[src/rtl/axi_slv_resp_pop_fsm.sv]
// Pops buffered AXI B and R responses and presents them on the slave
// response channels; two independent IDLE/SEND pop engines.
module axi_slv_resp_pop_fsm #(
  parameter int ID_W      = 4,
  parameter int DATA_W    = 256,
  parameter int MAX_BEATS = 256
) (
  input  logic                     clk,
  input  logic                     arst,
  input  logic                     b_fifo_empty,
  input  logic [ID_W+1:0]          b_fifo_rdata,
  output logic                     b_fifo_rd_en,
  input  logic                     r_fifo_empty,
  input  logic [ID_W+DATA_W+2:0]   r_fifo_rdata,
  output logic                     r_fifo_rd_en,
  output logic [ID_W-1:0]          BID,
  output logic [1:0]               BRESP,
  output logic                     BVALID,
  input  logic                     BREADY,
  output logic [ID_W-1:0]          RID,
  output logic [DATA_W-1:0]        RDATA,
  output logic [1:0]               RRESP,
  output logic                     RLAST,
  output logic                     RVALID,
  input  logic                     RREADY,
  output logic                     b_done,
  output logic                     r_burst_done,
  output logic                     r_burst_err,
  output logic [7:0]               r_beat_cnt
);

  typedef enum logic {
    IDLE = 1'b0,
    SEND = 1'b1
  } state_t;

  localparam logic [31:0] LAST_BEAT = 32'(MAX_BEATS - 1);

  state_t b_state;
  state_t b_next;
  state_t r_state;
  state_t r_next;

  logic run;
  logic b_pop;
  logic r_pop;
  logic b_hs;
  logic r_hs;

  // Holds off popping until the first edge after reset release.
  always_ff @(posedge clk or posedge arst) begin
    if (arst) begin
      run <= 1'b0;
    end else begin
      run <= 1'b1;
    end
  end

  always_ff @(posedge clk or posedge arst) begin
    if (arst) begin
      b_state <= IDLE;
      r_state <= IDLE;
    end else begin
      b_state <= b_next;
      r_state <= r_next;
    end
  end

  always_comb begin
    b_next = b_state;
    b_pop  = 1'b0;
    unique case (b_state)
      IDLE: begin
        if (run && !b_fifo_empty) begin
          b_pop  = 1'b1;
          b_next = SEND;
        end
      end
      SEND: begin
        if (BREADY) begin
          if (!b_fifo_empty) begin
            b_pop = 1'b1;
          end else begin
            b_next = IDLE;
          end
        end
      end
    endcase
  end

  always_comb begin
    r_next = r_state;
    r_pop  = 1'b0;
    unique case (r_state)
      IDLE: begin
        if (run && !r_fifo_empty) begin
          r_pop  = 1'b1;
          r_next = SEND;
        end
      end
      SEND: begin
        if (RREADY) begin
          if (!r_fifo_empty) begin
            r_pop = 1'b1;
          end else begin
            r_next = IDLE;
          end
        end
      end
    endcase
  end

  assign b_fifo_rd_en = b_pop;
  assign r_fifo_rd_en = r_pop;
  assign BVALID       = (b_state == SEND);
  assign RVALID       = (r_state == SEND);
  assign b_hs         = BVALID & BREADY;
  assign r_hs         = RVALID & RREADY;

  always_ff @(posedge clk or posedge arst) begin
    if (arst) begin
      BID   <= '0;
      BRESP <= '0;
    end else if (b_pop) begin
      {BID, BRESP} <= b_fifo_rdata;
    end
  end

  always_ff @(posedge clk or posedge arst) begin
    if (arst) begin
      RID   <= '0;
      RDATA <= '0;
      RRESP <= '0;
      RLAST <= 1'b0;
    end else if (r_pop) begin
      {RID, RDATA, RRESP, RLAST} <= r_fifo_rdata;
    end
  end

  always_ff @(posedge clk or posedge arst) begin
    if (arst) begin
      b_done       <= 1'b0;
      r_burst_done <= 1'b0;
    end else begin
      b_done       <= b_hs;
      r_burst_done <= r_hs & RLAST;
    end
  end

  always_ff @(posedge clk or posedge arst) begin
    if (arst) begin
      r_beat_cnt <= '0;
    end else if (r_hs) begin
      if (RLAST) begin
        r_beat_cnt <= '0;
      end else if (r_beat_cnt != 8'hFF) begin
        r_beat_cnt <= r_beat_cnt + 8'd1;
      end
    end
  end

  // Sticky until reset: a burst ran past the legal length without RLAST.
  always_ff @(posedge clk or posedge arst) begin
    if (arst) begin
      r_burst_err <= 1'b0;
    end else if (r_hs && !RLAST && (32'(r_beat_cnt) == LAST_BEAT)) begin
      r_burst_err <= 1'b1;
    end
  end

endmodule

[config.mk]
export PLATFORM = sky130hd
export DESIGN_NAME = axi_slv_resp_pop_fsm
export DESIGN_NICKNAME = d
export VERILOG_FILES = /design/src/rtl/axi_slv_resp_pop_fsm.sv
export SDC_FILE = /design/constraint.sdc
export NUM_CORES = 1
export LEC_CHECK = 0
export ABC_AREA = 1
export CAP_MARGIN = 20
export CORE_AREA = 2 2 215 217
export DETAILED_ROUTE_END_ITERATION = 12
export DIE_AREA = 0 0 217 219
export GPL_ROUTABILITY_DRIVEN = 0
export MAX_ROUTING_LAYER = met4
export PLACE_DENSITY = 0.58
export SLEW_MARGIN = 20
export SYNTH_ARGS = -nofsm -noshare
export SYNTH_HDL_FRONTEND = slang
export SYNTH_SLANG_ARGS = --single-unit
[constraint.sdc]
create_clock -name clk -period 13.1 [get_ports clk]
set_input_delay 2.62 -clock clk [delete_from_list [all_inputs] [get_ports clk]]
set_output_delay 2.62 -clock clk [all_outputs]
set_load 0.05 [all_outputs]
# ---- Word-level counts from Yosys, hierarchy flattened
# Cells that the tools add are included.
dict set report word_totals {
  out_inout_bits 284
  elab_cells 44
  input_bits 275
  regBits 283
}
dict set report op_classes {
  bitwise_logic 5
  n_mux 14
  eq_ne 2
  add_sub_neg 1
  n_reduce_logical 9
}
# operator count
set ops {}
lappend ops {{$mux 8} 2}
lappend ops {{$add 8x1->8 const B} 1}
lappend ops {{$eq 8x8->1 const B} 1}
lappend ops {{$mux 1} 8}
lappend ops {{$ne 8x8->1 const B} 1}
lappend ops {{$pmux 1 s2} 4}
lappend ops {{$logic_and 1x1->1} 4}
lappend ops {{$and 1x1->1} 3}
lappend ops {{$logic_not 1->1} 3}
lappend ops {{$not 1->1} 2}
lappend ops {{$reduce_and 2->1} 1}
lappend ops {{$reduce_bool 2->1} 1}

# ---- Depth between registers and ports, before layout
# Gate-level depths: netlist of the first run.
dict set report logic_depth {
  word_depth 4
  mapped_depth 8
  ltp_nobuf 8
}

# ---- Worst setup path before layout of the first run
# OpenSTA, ideal clock, no wires.
dict set report synth_timing {
  path_kind {input -> output}
  startpoint {input port BREADY}
  endpoint {output port b_fifo_rd_en}
  n_path_buf 1
  t_arrival_ns 3.545
  path_slack_ns 6.935
  required_time_ns 10.480
  cell_stages 3
  path_cell_list {nand2_1 > o22ai_1 > clkbuf_1}
}
dict set report synth_via {
  elab_chain_cells 2
}
# element line
set synth_rtl {}
lappend synth_rtl {{start, declared} 19} ;# input logic BREADY,
lappend synth_rtl {{$mux 1} 80} ;# if (BREADY) begin
lappend synth_rtl {{$pmux 1 s2} 72} ;# unique case (b_state)
lappend synth_rtl {{end, declared} 12} ;# output logic b_fifo_rd_en,
# No other way between the ends.

# ---- Final worst setup path of the first run
dict set report layout_timing {
  startpoint {input port r_fifo_empty}
  endpoint {output port r_fifo_rd_en}
}
dict set report layout_via {
  elab_chain_cells 4
}
# element line
set layout_rtl {}
lappend layout_rtl {{start, declared} 13} ;# input logic r_fifo_empty,
lappend layout_rtl {{$logic_not 1->1} --}
lappend layout_rtl {{$logic_and 1x1->1} 96} ;# if (run && !r_fifo_empty) begin
lappend layout_rtl {{$mux 1} 96}
lappend layout_rtl {{$pmux 1 s2 *} 94} ;# unique case (r_state)
lappend layout_rtl {{end, declared} 15} ;# output logic r_fifo_rd_en,
# Every way passes the cells marked *; elsewhere a longest branch is shown, timed or not.

==> flow_metrics.env, run 1 <==
export IMPL_status="completed"
export IMPL_cts_num_sinks=283
export IMPL_avgSynthCellArea_um2=9.082
export IMPL_syn_area_um2=11130
export IMPL_post_route_drc_count=0
export IMPL_grt_pass1_vias=9599
export IMPL_whs_endpoint="r_burst_err"
export IMPL_criticalPathCategory="in2out"
export IMPL_cp_common_cell="clkdlybuf4s50_1"
export IMPL_die_w_um=217
export IMPL_cts_tree="yes"
export IMPL_drtAntennaViolNets=0
export IMPL_crit_fanout=195
export IMPL_worst_path_max_delay_cell="clkdlybuf4s50_1"
export IMPL_portBuffers=558
export IMPL_htreeDepth=1
export IMPL_clkSlewWorstSetupHoldPaths_ns=0.06
export IMPL_rr_worst_depth=6
export IMPL_grt_max_degree=196
export IMPL_drtIter0Drc=536
export IMPL_crit_buf_inv=4
export IMPL_cts_setup_buffers=0
export IMPL_die_area_um2=47520
export IMPL_overflow=0
export IMPL_regToRegEndpoint="RDATA[25]"
export IMPL_required_ns=10.48
export IMPL_ios=559
export IMPL_period_needed_ns=7.721
export IMPL_fmax_mhz=129.5
export IMPL_start_kind="input port"
export IMPL_worstPathArrival_ns=5.10
export IMPL_worst_hold_slack_ns=0.4914
export IMPL_yosys_warnings=0
export IMPL_final_nets=2042
export IMPL_rsz0062_at_grt="false"
export IMPL_fin_crit_sh_pct=58.94
export IMPL_fp_row_count=78
export IMPL_wire_per_inst_um=14.77
export IMPL_ir_drop_mv=0.1357
export IMPL_finalSetupViolCount=0
export IMPL_grt_usage_pct=14.58
export IMPL_drt_first_pass_iters=4
export IMPL_max_slew_margin_pct=37.19
export IMPL_whs_path_depth=1
export IMPL_rrSetupSlack_ns=9.94
export IMPL_antenna_found_initial=2
export IMPL_via_per_inst=3.997
export IMPL_syn_nets=1502
export IMPL_ys_ff_latch=283
export IMPL_post_dp_hpwl_mm=25.75
export IMPL_cp_cell_sequence="clkdlybuf4s50_1 -> inv_1 -> nand3b_1 -> o21ai_4 -> buf_12 -> clkdlybuf4s50_1"
export IMPL_initial_core_util_pct=24.69
export IMPL_skew_ns=0.01001
export IMPL_cts_buffer_depth=3
export IMPL_insertion_delay_ns=0.56
export IMPL_totalWireLength_mm=35.32
export IMPL_crit_path_end_kind="output pin"
export IMPL_tns_ns=0
export IMPL_grt_pass1_wl_mm=53.65
export IMPL_cpPeakStageDelay_ns=0.95
export IMPL_cts_hold_buf=0
export IMPL_crit_family="buffers and inverters"
export IMPL_cap_viol_max_count=0
export IMPL_syn_to_final_growth_pct=63.93
export IMPL_hold_viol=0
export IMPL_leakage_nw=8.219
export IMPL_power_density_nw_per_um2=217.6
export IMPL_clockRootBuffer="clkbuf_16"
export IMPL_routed_via_count=9557
export IMPL_cts_resized=0
export IMPL_ys_seq_area_share_pct=63.60
export IMPL_drv_slew=0
export IMPL_cts_buffers=31
export IMPL_core_area_um2=45090
export IMPL_hp_class="reg2reg"
export IMPL_min_from="r_burst_err"
export IMPL_dieHeight_um=219
export IMPL_syn_inst=1226
export IMPL_fillers=4446
export IMPL_r2r_start="RVALID"
export IMPL_worst_slew_pin_slew_ns=0.9421
export IMPL_ys_types=22
export IMPL_drive_above_1_share_pct=3.298
-- cell usage in the layout (no fill, tap or decap), types with 5 or more instances in the layout --
master | synthesis | layout
o21ai_0 | 174 | 174
nor2_1 | 9 | 9
clkdlybuf4s50_1 | 0 | 558
nand3_1 | 6 | 6
clkbuf_8 | 0 | 8
nand2_1 | 303 | 303
o21ai_1 | 100 | 100
clkbuf_1 | 19 | 8
buf_4 | 2 | 5
inv_1 | 281 | 280
clkbuf_16 | 0 | 31
clkinv_2 | 0 | 7
dfrtp_1 | 283 | 283
-- worst reg2reg max path, stage by stage (launching register included) --
cell      delay [ns]
dfrtp_1         0.41
nand3b_1        0.23
o21ai_4         0.10
buf_12          0.43
buf_4           0.81
buf_6           0.72
o21ai_0         0.30
-- synth_stat cells --
| cell type | number | share of area, % |
|---|---|---|
| a21o_1 | 1 | 0.067 |
| a21oi_1 | 1 | 0.045 |
| a31oi_1 | 1 | 0.056 |
| buf_2 | 27 | 1.2 |
| buf_4 | 2 | 0.13 |
| buf_6 | 11 | 1.1 |
| clkbuf_1 | 19 | 0.64 |
| conb_1 | 1 | 0.034 |
| dfrtp_1 | 283 | 64 |
| ha_1 | 1 | 0.11 |
| inv_1 | 281 | 9.5 |
| nand2_1 | 303 | 10 |
| nand3_1 | 6 | 0.27 |
| nand3b_1 | 1 | 0.067 |
| nor2_1 | 9 | 0.30 |
| o21ai_0 | 174 | 7.8 |
| o21ai_1 | 100 | 4.5 |
| o21ai_2 | 1 | 0.079 |
| o21bai_1 | 1 | 0.067 |
| o22ai_1 | 1 | 0.056 |
| or2_2 | 1 | 0.056 |
| xor2_1 | 1 | 0.079 |
-- kinds of logic after synthesis --
logic type	Yosys count	share of synthesized area, %
compound gates	280	12.69
xor+xnor	1	0.07867
fa+ha+maj	1	0.1124
buf+inv	340	12.57
flops	283	63.60
other cells	1	0.03368
simple gates	320	10.91
-- routing by layer --
| metal | track usage (%) | share of wire, % | vias up |
|---|---|---|---|
| li1 | - | - | 4773 |
| met1 | 17.23 | 41 | 4387 |
| met2 | 24.43 | 48 | 358 |
| met3 | 4.297 | 9.0 | 39 |
| met4 | 3.516 | 1.9 | 0 |
| met5 | - | 0 | - |
-- power by group --
group	switching, W	internal (W)
clock	0.000353	0.000517
combinational	0.00125	0.000591
sequential	0.000140	0.00112
total	0.00174	0.00223
-- flip-flops by register name, indices dropped and copies added (netlist names) --
| name | flops |
|---|---|
| RDATA | 256 |
| r_beat_cnt | 8 |
| BID | 4 |
| RID | 4 |
| BRESP | 2 |
| RRESP | 2 |
| BVALID | 1 |
| RLAST | 1 |
| RVALID | 1 |
| b_done | 1 |
| r_burst_done | 1 |
| r_burst_err | 1 |
| run | 1 |
-- cell type report --
class | instances | area (um^2) | share of cell area (%)
diodes | 2 | 5.005 | 0.02742
well taps | 600 | 750.7 | 4.113
clock inverters | 9 | 95.09 | 0.5210
clock buffers | 47 | 915.9 | 5.018
inverters | 281 | 1062 | 5.820
multi-input cells | 603 | 2660 | 14.57
repair buffers | 566 | 5682 | 31.13
flip-flops and latches | 283 | 7082 | 38.80
-- worst max-delay path by stage --
stage | startpoint | endpoint | slack (ns) | cells past startpoint
after floorplan | arst | BID[0] | 2.67 | 1
after global placement | r_fifo_empty | r_fifo_rd_en | 5.44 | 6
after detailed placement | r_fifo_empty | r_fifo_rd_en | 5.42 | 6
after CTS | r_fifo_empty | r_fifo_rd_en | 5.42 | 6
after global routing | r_fifo_empty | r_fifo_rd_en | 5.27 | 6
final | r_fifo_empty | r_fifo_rd_en | 5.38 | 6
-- per-stage QoR --
step	setup WS [ns]	instances	area [um^2]	utilization, %	total power [W]
finish	5.379	2391	18250	40.48	0.003972
global route	5.267	2391	18250	40.48	0.004164
CTS	5.420	2388	18220	40.40	0.004025
detailed placement	5.421	2332	17210	38.16	0.003124
global placement	5.439	2332	17210	38.16	0.003111
floorplan	2.673	1226	11130	-	0.002419
No activity file was read; power rests on OpenSTA's default activity.
==> inputs of run 2 (changes only) <==
clock period = 7.87 ns   (was 13.1 ns; I/O delays follow)
==> run 2 against run 1 <==
First-iteration DRC count down 13%. Sequential share of layout area down 0.12 points. Register-to-register slack worse by 5.2 ns. Core utilization up 0.13 points. Clock power up 76%. Global-route usage up 0.23 points. Worst hold slack worse by 0.014 ns. Power up 68%. Flip-flop and latch count unchanged.
==> flow_metrics.env, run 2 (synthesized netlist as in run 1, its figures left out) <==
export IMPL_overflow=0
export IMPL_regMostFlops="RDATA"
export IMPL_rsz0062_at_grt="false"
export IMPL_initial_core_util_pct=24.69
export IMPL_drt_first_pass_iters=4
export IMPL_placedCellCount=2332
export IMPL_register_area_um2=7082
export IMPL_multi_input_area_um2=2660
export IMPL_die_w_um=217
export IMPL_whs_path_depth=1
export IMPL_dieHeight_um=219
export IMPL_cts_setup_buffers=0
export IMPL_syn_to_final_growth_pct=64.45
export IMPL_worstPathArrival_ns=3.73
export IMPL_crit_buf_inv=3
export IMPL_max_slew_margin_pct=36.24
export IMPL_cts_buffer_depth=3
export IMPL_wire_per_inst_um=14.70
export IMPL_crit_family="buffers and inverters"
export IMPL_grt_max_degree=202
export IMPL_layout_commonest_cell="clkdlybuf4s50_1"
export IMPL_finalNonFillerCells=2392
export IMPL_drive_above_1_share_pct=3.354
export IMPL_totalWireLength_mm=35.17
export IMPL_crit_fanout=13
export IMPL_portBuffers=558
export IMPL_reg_top3="RDATA: 256 flops, r_beat_cnt: 8 flops"
export IMPL_cts_resized=0
export IMPL_final_nets=2044
export IMPL_ir_drop_mv=0.2030
export IMPL_drv_slew=0
export IMPL_post_route_drc_count=0
export IMPL_antenna_found_initial=3
export IMPL_cts_buffers=34
export IMPL_core_area_um2=45090
export IMPL_finalSetupViolCount=0
export IMPL_drtIter0Drc=468
export IMPL_drtAntennaViolNets=0
export IMPL_cts_hold_buf=0
export IMPL_fmax_mhz=188.7
export IMPL_cts_tree="yes"
export IMPL_skew_ns=0.01594
export IMPL_grt_usage_pct=14.81
export IMPL_grt_pass1_vias=9847
export IMPL_grt_pass1_wl_mm=53.79
export IMPL_clockRootBuffer="clkbuf_16"
export IMPL_leakage_nw=8.234
export IMPL_routed_via_count=9624
export IMPL_fin_crit_sh_pct=67.35
export IMPL_cp_common_cell="clkdlybuf4s50_1"
export IMPL_ios=559
export IMPL_cpPeakStageDelay_ns=0.95
export IMPL_crit_path_end_kind="output pin"
export IMPL_crit_cells=5
export IMPL_die_area_um2=47520
export IMPL_worst_slew_pin_slew_ns=0.9564
export IMPL_cts_num_sinks=283
export IMPL_post_dp_hpwl_mm=25.66
export IMPL_criticalPathCategory="in2out"
export IMPL_worst_path_max_delay_cell="clkdlybuf4s50_1"
export IMPL_tns_ns=0
export IMPL_power_density_nw_per_um2=365.4
export IMPL_via_per_inst=4.023
export IMPL_cp_cell_sequence="clkdlybuf4s50_1 -> inv_1 -> nand2_1 -> o22ai_1 -> clkdlybuf4s50_1"
export IMPL_layout_common_cells="clkdlybuf4s50_1, nand2_1, dfrtp_1, inv_1, o21ai_0"
export IMPL_hold_viol=0
export IMPL_largest_register_ffs=256
export IMPL_htreeDepth=2
export IMPL_insertion_delay_ns=0.53
export IMPL_fillers=4549
export IMPL_cap_viol_max_count=0
export IMPL_period_needed_ns=5.301
export IMPL_clkSlewWorstSetupHoldPaths_ns=0.06
export IMPL_required_ns=6.30
export IMPL_rr_worst_depth=6
export IMPL_fp_row_count=78
export IMPL_start_kind="input port"
export IMPL_status="completed"
export IMPL_hp_class="reg2reg"
## run 2: final timing paths
check | from | to | slack [ns]
worst max-delay path | b_fifo_empty | b_fifo_rd_en | 2.57
worst min-delay path | r_burst_err | r_burst_err | 0.48
worst max register to register | RVALID | RDATA[39] | 4.71
worst min register to register | r_burst_err | r_burst_err | 0.48
max in group asynchronous | arst | RDATA[221] | 5.06
min in group asynchronous | arst | RDATA[157] | 1.47
## run 2: layout make-up
| cell class | count | area share (%) |
|---|---|---|
| flip-flops and latches | 283 | 38.68 |
| repair buffers | 565 | 30.95 |
| multi-input cells | 603 | 14.53 |
| inverters | 281 | 5.781 |
| clock buffers | 51 | 5.726 |
| well taps | 600 | 4.100 |
| clock inverters | 6 | 0.1982 |
| diodes | 3 | 0.04100 |
## run 2: stage by stage
stage	worst slack [ns]	power [W]	cell area [um^2]	utilization [%]	hold WS (ns)
detailed placement	2.572	0.005198	17210	38.18	0.4646
floorplan	2.547	0.004027	11140	-	0.4670
global placement	2.613	0.005179	17210	38.18	0.4699
CTS	2.579	0.006781	18300	40.58	0.4817
global route	2.429	0.007025	18310	40.61	0.4975
finish	2.569	0.006690	18310	40.61	0.4774
## run 2: metal layers
metal | global-route usage (%) | share of wire [%] | up-vias
met2 | 23.94 | 47 | 400
met1 | 16.68 | 40 | 4397
met4 | 5.411 | 2.8 | 0
li1 | - | - | 4766
met5 | - | 0 | -
met3 | 5.696 | 10 | 61
## run 2: power by group
group	switching [W]	leakage (nW)	internal, W	total, W
clock	0.000616	0.534	0.000917	0.00153
sequential	0.000228	3.50	0.00187	0.00209
combinational	0.00208	4.20	0.000983	0.00306
